===== src/rtl/hazard_ctrl.sv =====
// Stall/flush controller for the 5-stage pipeline: load-use bubbles, branch flushes,
// and a watchdog-guarded freeze while a multi-cycle data-memory access is outstanding.
module hazard_ctrl #(
    parameter int TIMEOUT = 256,
    parameter int CNT_W   = 32
) (
    input  logic             clk,
    input  logic             rst_n,
    input  logic [4:0]       id_rs1_address,
    input  logic [4:0]       id_rs2_address,
    input  logic             id_uses_rs1,
    input  logic             id_uses_rs2,
    input  logic [4:0]       ex_rd_address,
    input  logic             ex_mem_read,
    input  logic             ex_branch_taken,
    input  logic             dmem_req,
    input  logic             dmem_ready,
    output logic             pc_write,
    output logic             if_id_write,
    output logic             id_ex_write,
    output logic             ex_mem_write,
    output logic             id_ex_bubble,
    output logic             if_id_flush,
    output logic             mem_wb_bubble,
    output logic             mem_timeout,
    output logic [CNT_W-1:0] stall_count,
    output logic [CNT_W-1:0] flush_count
);

    localparam int WC_W = $clog2(TIMEOUT) + 1;

    typedef enum logic [1:0] {
        S_RUN,
        S_MEM_WAIT,
        S_TIMEOUT
    } state_t;

    state_t            state_q, state_d;
    logic [WC_W-1:0]   wait_cnt_q, wait_cnt_d;
    logic              pending_flush_q, pending_flush_d;
    logic              mem_timeout_q, mem_timeout_d;
    logic [CNT_W-1:0]  stall_count_q, stall_count_d;
    logic [CNT_W-1:0]  flush_count_q, flush_count_d;

    logic load_use;
    logic mem_busy;
    logic freeze;
    logic use_run;
    logic flush_term;

    assign load_use = ex_mem_read && (ex_rd_address != 5'd0) &&
                      ((id_uses_rs1 && (id_rs1_address == ex_rd_address)) ||
                       (id_uses_rs2 && (id_rs2_address == ex_rd_address)));
    assign mem_busy = dmem_req && !dmem_ready;

    always_comb begin
        state_d         = state_q;
        wait_cnt_d      = wait_cnt_q;
        pending_flush_d = pending_flush_q;
        mem_timeout_d   = mem_timeout_q;
        freeze          = 1'b0;
        use_run         = 1'b0;
        flush_term      = ex_branch_taken;

        case (state_q)
            S_RUN: begin
                if (mem_busy) begin
                    // A redirect seen while freezing is remembered and applied on release.
                    freeze          = 1'b1;
                    state_d         = S_MEM_WAIT;
                    wait_cnt_d      = WC_W'(1);
                    pending_flush_d = ex_branch_taken;
                end else begin
                    use_run = 1'b1;
                end
            end
            S_MEM_WAIT: begin
                if (mem_busy) begin
                    freeze     = 1'b1;
                    wait_cnt_d = wait_cnt_q + WC_W'(1);
                    if (wait_cnt_d >= WC_W'(TIMEOUT - 1)) begin
                        state_d       = S_TIMEOUT;
                        mem_timeout_d = 1'b1;
                    end
                end else begin
                    // Completion or abandoned request both release the freeze.
                    use_run         = 1'b1;
                    flush_term      = ex_branch_taken || pending_flush_q;
                    state_d         = S_RUN;
                    pending_flush_d = 1'b0;
                    wait_cnt_d      = '0;
                end
            end
            S_TIMEOUT: begin
                freeze        = 1'b1;
                mem_timeout_d = 1'b1;
            end
            default: begin
                state_d = S_RUN;
            end
        endcase

        pc_write      = 1'b1;
        if_id_write   = 1'b1;
        id_ex_write   = 1'b1;
        ex_mem_write  = 1'b1;
        id_ex_bubble  = 1'b0;
        if_id_flush   = 1'b0;
        mem_wb_bubble = 1'b0;

        if (!rst_n) begin
            // Pipeline runs freely while held in reset.
        end else if (freeze) begin
            pc_write      = 1'b0;
            if_id_write   = 1'b0;
            id_ex_write   = 1'b0;
            ex_mem_write  = 1'b0;
            mem_wb_bubble = 1'b1;
        end else if (use_run) begin
            if (flush_term) begin
                if_id_flush  = 1'b1;
                id_ex_bubble = 1'b1;
            end else if (load_use) begin
                pc_write     = 1'b0;
                if_id_write  = 1'b0;
                id_ex_bubble = 1'b1;
            end
        end

        stall_count_d = stall_count_q;
        if (!pc_write && (stall_count_q != {CNT_W{1'b1}})) begin
            stall_count_d = stall_count_q + CNT_W'(1);
        end
        flush_count_d = flush_count_q;
        if (if_id_flush && (flush_count_q != {CNT_W{1'b1}})) begin
            flush_count_d = flush_count_q + CNT_W'(1);
        end
    end

    always_ff @(posedge clk) begin
        if (!rst_n) begin
            state_q         <= S_RUN;
            wait_cnt_q      <= '0;
            pending_flush_q <= 1'b0;
            mem_timeout_q   <= 1'b0;
            stall_count_q   <= '0;
            flush_count_q   <= '0;
        end else begin
            state_q         <= state_d;
            wait_cnt_q      <= wait_cnt_d;
            pending_flush_q <= pending_flush_d;
            mem_timeout_q   <= mem_timeout_d;
            stall_count_q   <= stall_count_d;
            flush_count_q   <= flush_count_d;
        end
    end

    assign mem_timeout = mem_timeout_q;
    assign stall_count = stall_count_q;
    assign flush_count = flush_count_q;

endmodule


===== config.mk =====
export PLATFORM = sky130hd
export DESIGN_NAME = hazard_ctrl
export DESIGN_NICKNAME = d
export VERILOG_FILES = /design/src/rtl/hazard_ctrl.sv
export SDC_FILE = /design/constraint.sdc
export NUM_CORES = 1
export LEC_CHECK = 0
export BUFFER_PORTS_ARGS = -buffer_cell sky130_fd_sc_hd__buf_2
export CAP_MARGIN = 20
export CORE_ASPECT_RATIO = 2
export CORE_MARGIN = 2
export CORE_UTILIZATION = 40
export DETAILED_ROUTE_END_ITERATION = 10
export GPL_TIMING_DRIVEN = 0
export PLACE_DENSITY = 0.7
export SYNTH_ARGS = -nofsm -noshare
export SYNTH_HDL_FRONTEND = slang
export SYNTH_SLANG_ARGS = --single-unit

===== constraint.sdc =====
create_clock -name clk -period 2.8 [get_ports clk]
set_input_delay 0.42 -clock clk [delete_from_list [all_inputs] [get_ports clk]]
set_output_delay 0.42 -clock clk [all_outputs]
set_load 0.02 [all_outputs]

; Word-level counts from Yosys, hierarchy flattened
; Cells that the tools add are included.
[word_totals]
elab_cells = 79
in_bits = 23
ff_bits = 77
[classes]
n_eq_ne = 11
bitwise_logic = 1
reduce_logical = 20
muxes = 37
order_cmp = 1
addsub = 3
[ops]
columns = operator, n
row1 = $add 32x1->32 const B, 2
row2 = $ne 32x32->1 const B, 2
row3 = $mux 1, 27
row4 = $mux 9, 2
row5 = $pmux 9 s2, 1
row6 = $eq 5x5->1, 2
row7 = $add 9x1->9 const B, 1
row8 = $ge 9x8->1 const B, 1
row9 = $reduce_and 3->1, 3
row10 = $ne 2x2->1 const B, 4
row11 = $logic_and 1x1->1, 7
row12 = $mux 2, 3
row13 = $pmux 1 s2, 3
row14 = $pmux 2 s3, 1
row15 = $reduce_bool 5->1, 1
row16 = $reduce_bool 2->1, 2
row17 = $ne 3x3->1 const B, 1
row18 = $eq 2x1->1 const B, 1
row19 = $eq 2x2->1 const B, 1
row20 = $logic_not 1->1, 2
row21 = $logic_not 2->1, 1
row22 = $logic_or 1x1->1, 2
row23 = $reduce_and 2->1, 1
row24 = $reduce_or 2->1, 1
row25 = $not 1->1, 1

; Logic depth before layout (Yosys ltp)
; Gate-level depths: netlist of run 1.
[logic_depth]
word_depth = 11
ltp_mapped = 9

; Least setup slack after synthesis of run 1
; Ideal clock, no wire load.
[synth_path]
path_kind = in2out
startpoint = input port ex_rd_address[0]
endpoint = output port pc_write
path_slack_ns = 0.515
stages = 7
required_ns = 2.380
t_arrival_ns = 1.865
path_buffers = 3
cell_sequence = or3_1 o311a_1 a31o_4 inv_4 buf_6 buf_4 buf_4
[synth_between]
elab_chain_cells = 9
[synth_rtl]
columns = element, line_no
row1 = "start, declared", 13  ; input logic [4:0] ex_rd_address,
row2 = $eq 5x5->1 (on tied branches), "52, 53"
row3 = $logic_and 1x1->1 (on tied branches), "52, 53"
row4 = $logic_or 1x1->1, 52  ; ((id_uses_rs1 && (id_rs1_address == ex_rd_address)) ||
row5 = $logic_and 1x1->1 *, 51  ; assign load_use = ex_mem_read && (ex_rd_address != 5'd0) &&
row6 = $mux 1 * (5 in series), -
row7 = "end, declared", 18  ; output logic pc_write,
; Every way passes the cells marked *; elsewhere a longest branch is shown, timed or not.

; Worst setup path after layout of run 1
[layout_path]
startpoint = input port ex_rd_address[0]
endpoint = output port pc_write
[layout_between]
elab_chain_cells = 9
[layout_rtl]
columns = element, line_no
row1 = $eq 5x5->1 (on tied branches), "52, 53"
row2 = $logic_and 1x1->1 (on tied branches), "52, 53"
row3 = $logic_or 1x1->1, 52
row4 = $logic_and 1x1->1 *, 51
row5 = $mux 1 *, 123  ; end else if (load_use) begin
row6 = $mux 1 *, 120  ; if (flush_term) begin
row7 = $mux 1 *, 119  ; end else if (use_run) begin
row8 = $mux 1 *, 113  ; end else if (freeze) begin
row9 = $mux 1 *, 111  ; if (!rst_n) begin
; Marks and branches as above.

==> out/metrics.yaml, run 1 <==
skew_ps: 6.33
portBuffers: 94
rsz0062_at_grt: "no"
drt_iter0_drc: 243
clock_sinks: 77
syn_to_final_growth_pct: 21.7
max_stage_delay_ps: 360
vias: 4217
drc: 0
final_layout_size_suffix_gt1_share_pct: 21.5
slowest_stage: "or3_1"
wl_per_cell_um: 15.3
p_per_area_mw_per_mm2: 452
yosysUniqueCellTypes: 54
fillers: 1057
grt_usage_pct: 20.4
synth_edf_count: 0
globalRouteOverflowTotal: 0
synth.avg_cell_area_sq_um: 8.37
rows: 53
worstPathArrival_ps: 2230
grt_max_degree: 12
tightest_slew_ps: 726
ant_nets: 0
cts-hold-fix-buffers: 0
relSlewSlack_pct: 51.2
fmax_mhz: 377
synth_seq_cells: 77
synth_commonest_cells: "dfxtp_1, nand2_1, nor2_1"
grt_pass1_wl_mm: 18.9
tns_ps: 0
p_leak_nw: 2.06
finalHoldViolCount: 0
nNetsFinal: 636
cts_buffer_depth: 2
ys_warn_count: 0
wl_met3_um: 449
fin_crit_sh_pct: 94.8
cts-htree-levels: 3
synthCells: 504
clk_latency_ps: 330
tritoncts: "done"
regToRegSetupSlack_ps: 460
setup_viol: 0
yosysSeqAreaShare_pct: 36.5
dieWidth_um: 76.6
worstSetupPathType: "input port to output port"
status: "finished, final reports clean"
yosys.area.top_type: "dfxtp_1"
cp_data_required_time_ps: 2380
antenna_cells: 0
dpl-instance-area_sq_mm: 0.00486
core-area_sq_mm: 0.0104
gp_congestion: 0.846
ir_worst_vdd_mv: 0.310
hpwl_mm: 8.78
vias_per_cell: 5.62
clockRootBuffer: "clkbuf_16"
clk_pin_slew_ps: 50
met2_length_mm: 6.37
drv_slew: 0
async_flop_share_pct: 0
drt_wl_total_mm: 11.5
instances_no_fill: 751
post_cts_resized: 0
drv_cap: 0
die_h_um: 149
cp-start-kind: "input port"
ys.flop_type: "dfxtp_1"
cp_num_buf_inv: 6
start_util_pct: 40.5
end_kind: "output port"
cp_cell_sequence: "buf_2 > or3_1 > o311a_1 > a31o_4 > inv_4 > buf_6 > buf_4 > buf_4 > buf_2"
antenna_found_initial: 0
final_area_sq_mm: 0.00513
die-area_sq_mm: 0.0114
num_io_pins: 95
ys_top_cells_by_area: "dfxtp_1, nand2_1, a21oi_1, nand4_1, mux2i_1"
syn_nets: 531
cts_buffers: 9
dr.pass1.iters: 5
placedCellCount: 735
yosysMostFrequentCell: "dfxtp_1"
critPathMaxFanout: 11
crit_family: "buffers and inverters"
netlist_area_sq_mm: 0.00422
period_minus_slack_ps: 2650
synth_top_area_share_pct: 36.5
hp-class: "input port to flop"
wl_met1_mm: 4.38
grt_pass1_vias: 4057
highest_layer: "met4"
post_cts_buffers: 0
-- power by group --
part / leakage (nW) / switching, mW / internal (mW) / total (mW)
sequential: 0.621 / 0.00760 / 1.10 / 1.11
combinational: 1.31 / 0.0924 / 0.0529 / 0.145
clock: 0.134 / 0.420 / 0.649 / 1.07
total: 2.06 / 0.520 / 1.80 / 2.32
-- cell type report --
class                      instances  area [sq um]  area share, %
clock buffer                      15           268           5.21
inverter                          14          55.1           1.07
buffer                            25           130           2.53
sequential                        77          1540           30.0
timing repair buffer              94           470           9.16
multi-input combinational        388          2490           48.6
tap                              137           171           3.34
clock inverter                     1          5.00         0.0975
-- flip-flops by register name, summed over array words and instances, names as in the netlist --
name,cells
flush_count,32
mem_timeout,1
pending_flush_q,1
stall_count,32
state_q,2
wait_cnt_q,9
-- cell families (layout without fill, tap and decap cells) --
logic type	count (synthesis)	after routing	share of synthesized area [%]
compound gates	89	89	13.6
xor+xnor	34	34	7.06
fa+ha+maj	4	4	1.19
buf+inv	39	149	4.39
flops	77	77	36.5
mux	17	17	4.03
simple gates	244	244	33.2
-- through the flow --
stage / setup WS, ps / power, mW / utilization [%] / hold WS, ps
after floorplan: 515 / 1.22 / - / 488
after global placement: 147 / 1.27 / 46.7 / 445
after detailed placement: 132 / 1.28 / 46.7 / 447
after CTS: 131 / 2.36 / 49.3 / 433
after global routing: 60.9 / 2.42 / 49.3 / 452
final: 146 / 2.32 / 49.3 / 445
-- final timing paths --
check | endpoint | startpoint | cells past startpoint
min | stall_count[9]$_SDFFE_PN0P_ | rst_n | 3
max | pc_write | ex_rd_address[0] | 9
min reg2reg | mem_timeout$_SDFFE_PN0P_ | mem_timeout$_SDFFE_PN0P_ | 1
max reg2reg | stall_count[1]$_SDFFE_PN0P_ | stall_count[12]$_SDFFE_PN0P_ | 8
-- layout by cell type, fill, tap and decap left out, types with 12 or more instances in the layout --
| cell type | synthesis | layout |
|---|---|---|
| o31ai_1 | 20 | 20 |
| buf_2 | 5 | 99 |
| nand3_1 | 25 | 25 |
| inv_1 | 13 | 13 |
| nand4_1 | 28 | 28 |
| xnor2_1 | 16 | 16 |
| dfxtp_1 | 77 | 77 |
| xor2_1 | 18 | 18 |
| nand2_1 | 54 | 54 |
| or4_1 | 21 | 21 |
| and3_1 | 12 | 12 |
| mux2i_1 | 17 | 17 |
| a21oi_1 | 39 | 39 |
| clkbuf_1 | 14 | 18 |
| nor2_1 | 40 | 40 |
-- tightest hold or removal path, cell delays in order --
cell and delay, ps:
buf_2 160, nand2b_1 80, mux2i_1 60
-- metal layers --
metal  vias to the layer above  GRT usage, %
met1                      2012          21.4
li1                       2066             -
met2                       117          38.6
met3                        22          3.93
met4                         0          9.55
met5                         -             0
No activity file was read; power rests on OpenSTA's default activity.
==> inputs of run 2 (changes only) <==
--- a/config.mk
+++ b/config.mk
@@ -7,11 +7,9 @@
 export LEC_CHECK = 0
 export BUFFER_PORTS_ARGS = -buffer_cell sky130_fd_sc_hd__buf_2
 export CAP_MARGIN = 20
-export CORE_ASPECT_RATIO = 2
 export CORE_MARGIN = 2
 export CORE_UTILIZATION = 40
 export DETAILED_ROUTE_END_ITERATION = 10
-export GPL_TIMING_DRIVEN = 0
 export PLACE_DENSITY = 0.7
 export SYNTH_ARGS = -nofsm -noshare
 export SYNTH_HDL_FRONTEND = slang
==> run 2 against run 1 <==
Effect of this change:
- via count decreased by 3.5%
- first-iteration DRC count increased by 9.5%
- global-route usage decreased by 2.2 points
- fmax increased by 17%
- largest power group unchanged
==> out/metrics.yaml, run 2 (same netlist as run 1, synthesis figures left out) <==
post_cts_resized: 0  # unchanged
grt_pass1_vias: 3591  # -11%
clk_latency_ps: 350  # +20 ps
cts_buffers: 9  # unchanged
antenna_cells: 0  # unchanged
worstRegToRegCells: 6  # -2
syn_to_final_growth_pct: 19.5
finalCoreUtilization_pct: 49.1  # -0.23 points
finalHoldViolCount: 0  # unchanged
antenna_found_initial: 0  # unchanged
vias: 4070  # -3.5%
start_util_pct: 41.1  # +0.53 points
crit_start: "ex_rd_address[0]"
vias_per_cell: 5.55  # -1.1%
tightest_slew_ps: 607  # -119 ps
p_leak_nw: 2.03  # -1.7%
grt_pass1_wl_mm: 17.1  # -9.7%
cts-htree-levels: 3  # unchanged
fin_crit_sh_pct: 80.8  # -14 points
num_io_pins: 95  # unchanged
nNetsFinal: 620  # -2.5%
tns_ps: 0  # unchanged
drv_cap: 0  # unchanged
cp_data_required_time_ps: 2380  # about the same
post_cts_buffers: 0  # unchanged
r2r-start: "stall_count[2]$_SDFFE_PN0P_"
skew_ps: 13.7  # +7.38 ps
max_stage_delay_ps: 380  # +20 ps
core-area_sq_mm: 0.0103  # -1.3%
p_per_area_mw_per_mm2: 451  # -0.20%
die-area_sq_mm: 0.0114  # -0.43%
cts_buffer_depth: 2  # unchanged
power_mw: 2.28  # -2.0%
layout.cells.most_common: "buf_2"
wl_per_cell_um: 14.1  # -7.7%
r2r_end: "stall_count[23]$_SDFFE_PN0P_"
relSlewSlack_pct: 59.5  # +8.3 points
rows: 37  # -30%
fmax_mhz: 442  # +17%
critPathMaxFanout: 14  # +3
worstPathArrival_ps: 1840  # -390 ps
clock_sinks: 77  # unchanged
cts-hold-fix-buffers: 0  # unchanged
cp_cell_sequence: "buf_2 > or3_1 > o311a_1 > a31o_4 > inv_4 > buf_2"
crit_top_cell: "buf_2"
slowest_stage: "or3_1"
drc: 0  # unchanged
ir_worst_vdd_mv: 0.370  # +20%
drv_slew: 0  # unchanged
rsz0062_at_grt: "no"
crit_end: "pc_write"
hp-class: "flop to flop"
drt_wl_total_mm: 10.3  # -9.9%
grt_max_degree: 56  # +44
dr.pass1.iters: 5  # unchanged
worstSetupPathType: "input port to output port"
drt_iter0_drc: 266  # +9.5%
ant_nets: 0  # unchanged
regToRegSetupSlack_ps: 580  # +120 ps
cp-start-kind: "input port"
tritoncts: "done"
die_h_um: 107  # -29%
hpwl_mm: 7.31  # -17%
status: "finished, final reports clean"
portBuffers: 94  # unchanged
clk_pin_slew_ps: 80  # +30 ps
gp_congestion: 0.862  # +1.9%
final_layout_size_suffix_gt1_share_pct: 22.3  # +0.78 points
globalRouteOverflowTotal: 0  # unchanged
dieWidth_um: 107  # +39%
grt_usage_pct: 18.3  # -2.2 points
period_minus_slack_ps: 2260  # -391 ps
end_kind: "output port"
clockRootBuffer: "clkbuf_8"
dp_slack_ps: 483  # +350 ps
worst_slack_ps: 537  # +391 ps
setup_viol: 0  # unchanged
mostFrequentLayoutCells: "buf_2, dfxtp_1, nand2_1"
==> run 2: cell types whose count changed in the layout (fill, tap and decap cells not counted), sizes merged <==
cell and delta:
bufinv +3, clkbuf -18, buf -2
==> run 2: how the worst min path moves through the flow <==
stage                               startpoint                    endpoint  slack [ps]  cells after the start
CTS                   mem_timeout$_SDFFE_PN0P_    mem_timeout$_SDFFE_PN0P_         480                      1
global route          mem_timeout$_SDFFE_PN0P_    mem_timeout$_SDFFE_PN0P_         500                      1
global placement      mem_timeout$_SDFFE_PN0P_    mem_timeout$_SDFFE_PN0P_         450                      1
floorplan           wait_cnt_q[4]$_SDFFE_PN0P_  wait_cnt_q[4]$_SDFFE_PN0P_         490                      2
finish                mem_timeout$_SDFFE_PN0P_    mem_timeout$_SDFFE_PN0P_         470                      1
detailed placement    mem_timeout$_SDFFE_PN0P_    mem_timeout$_SDFFE_PN0P_         460                      1
==> run 2: cell type report <==
class	instances	area, sq um
tap	136	170
inverter	14	55.1
sequential	77	1540
fill	989	5230
multi-input combinational	388	2490
clock buffer	11	151
timing repair buffer	103	538
clock inverter	4	95.1
==> run 2: where the power goes <==
group / total [mW] / internal [mW] / switching (mW) / leakage, nW
registers: 1.11 / 1.10 / 0.00706 / 0.621
logic: 0.135 / 0.0493 / 0.0854 / 1.28
clock network: 1.04 / 0.635 / 0.401 / 0.125
==> run 2: worst max-delay path, delay by kind of cell <==
family | cells | cell delay, ps
AO/OA/AOI/OAI | 2 | 600
buffers and inverters | 3 | 440
AND/OR/NAND/NOR | 1 | 380
==> run 2: per-stage QoR <==
| stage | std cells | cell area [sq um] | hold slack, ps |
|---|---|---|---|
| 6_report | 733 | 5040 | 471 |
| 5_1_grt | 733 | 5040 | 499 |
| 4_1_cts | 733 | 5040 | 479 |
| 3_5_place_dp | 718 | 4800 | 455 |
| 3_3_place_gp | 718 | 4800 | 455 |
| 2_1_floorplan | 504 | 4220 | 488 |
==> run 2: layer usage <==
layer / GRT usage (%) / routed length (um) / vias to the layer above
met3: 4.19 / 345 / 19
met4: 5.66 / 185 / 0
met5: 0 / 0 / -
li1: - / - / 2031
met2: 28.5 / 4880 / 83
met1: 25.1 / 4910 / 1937
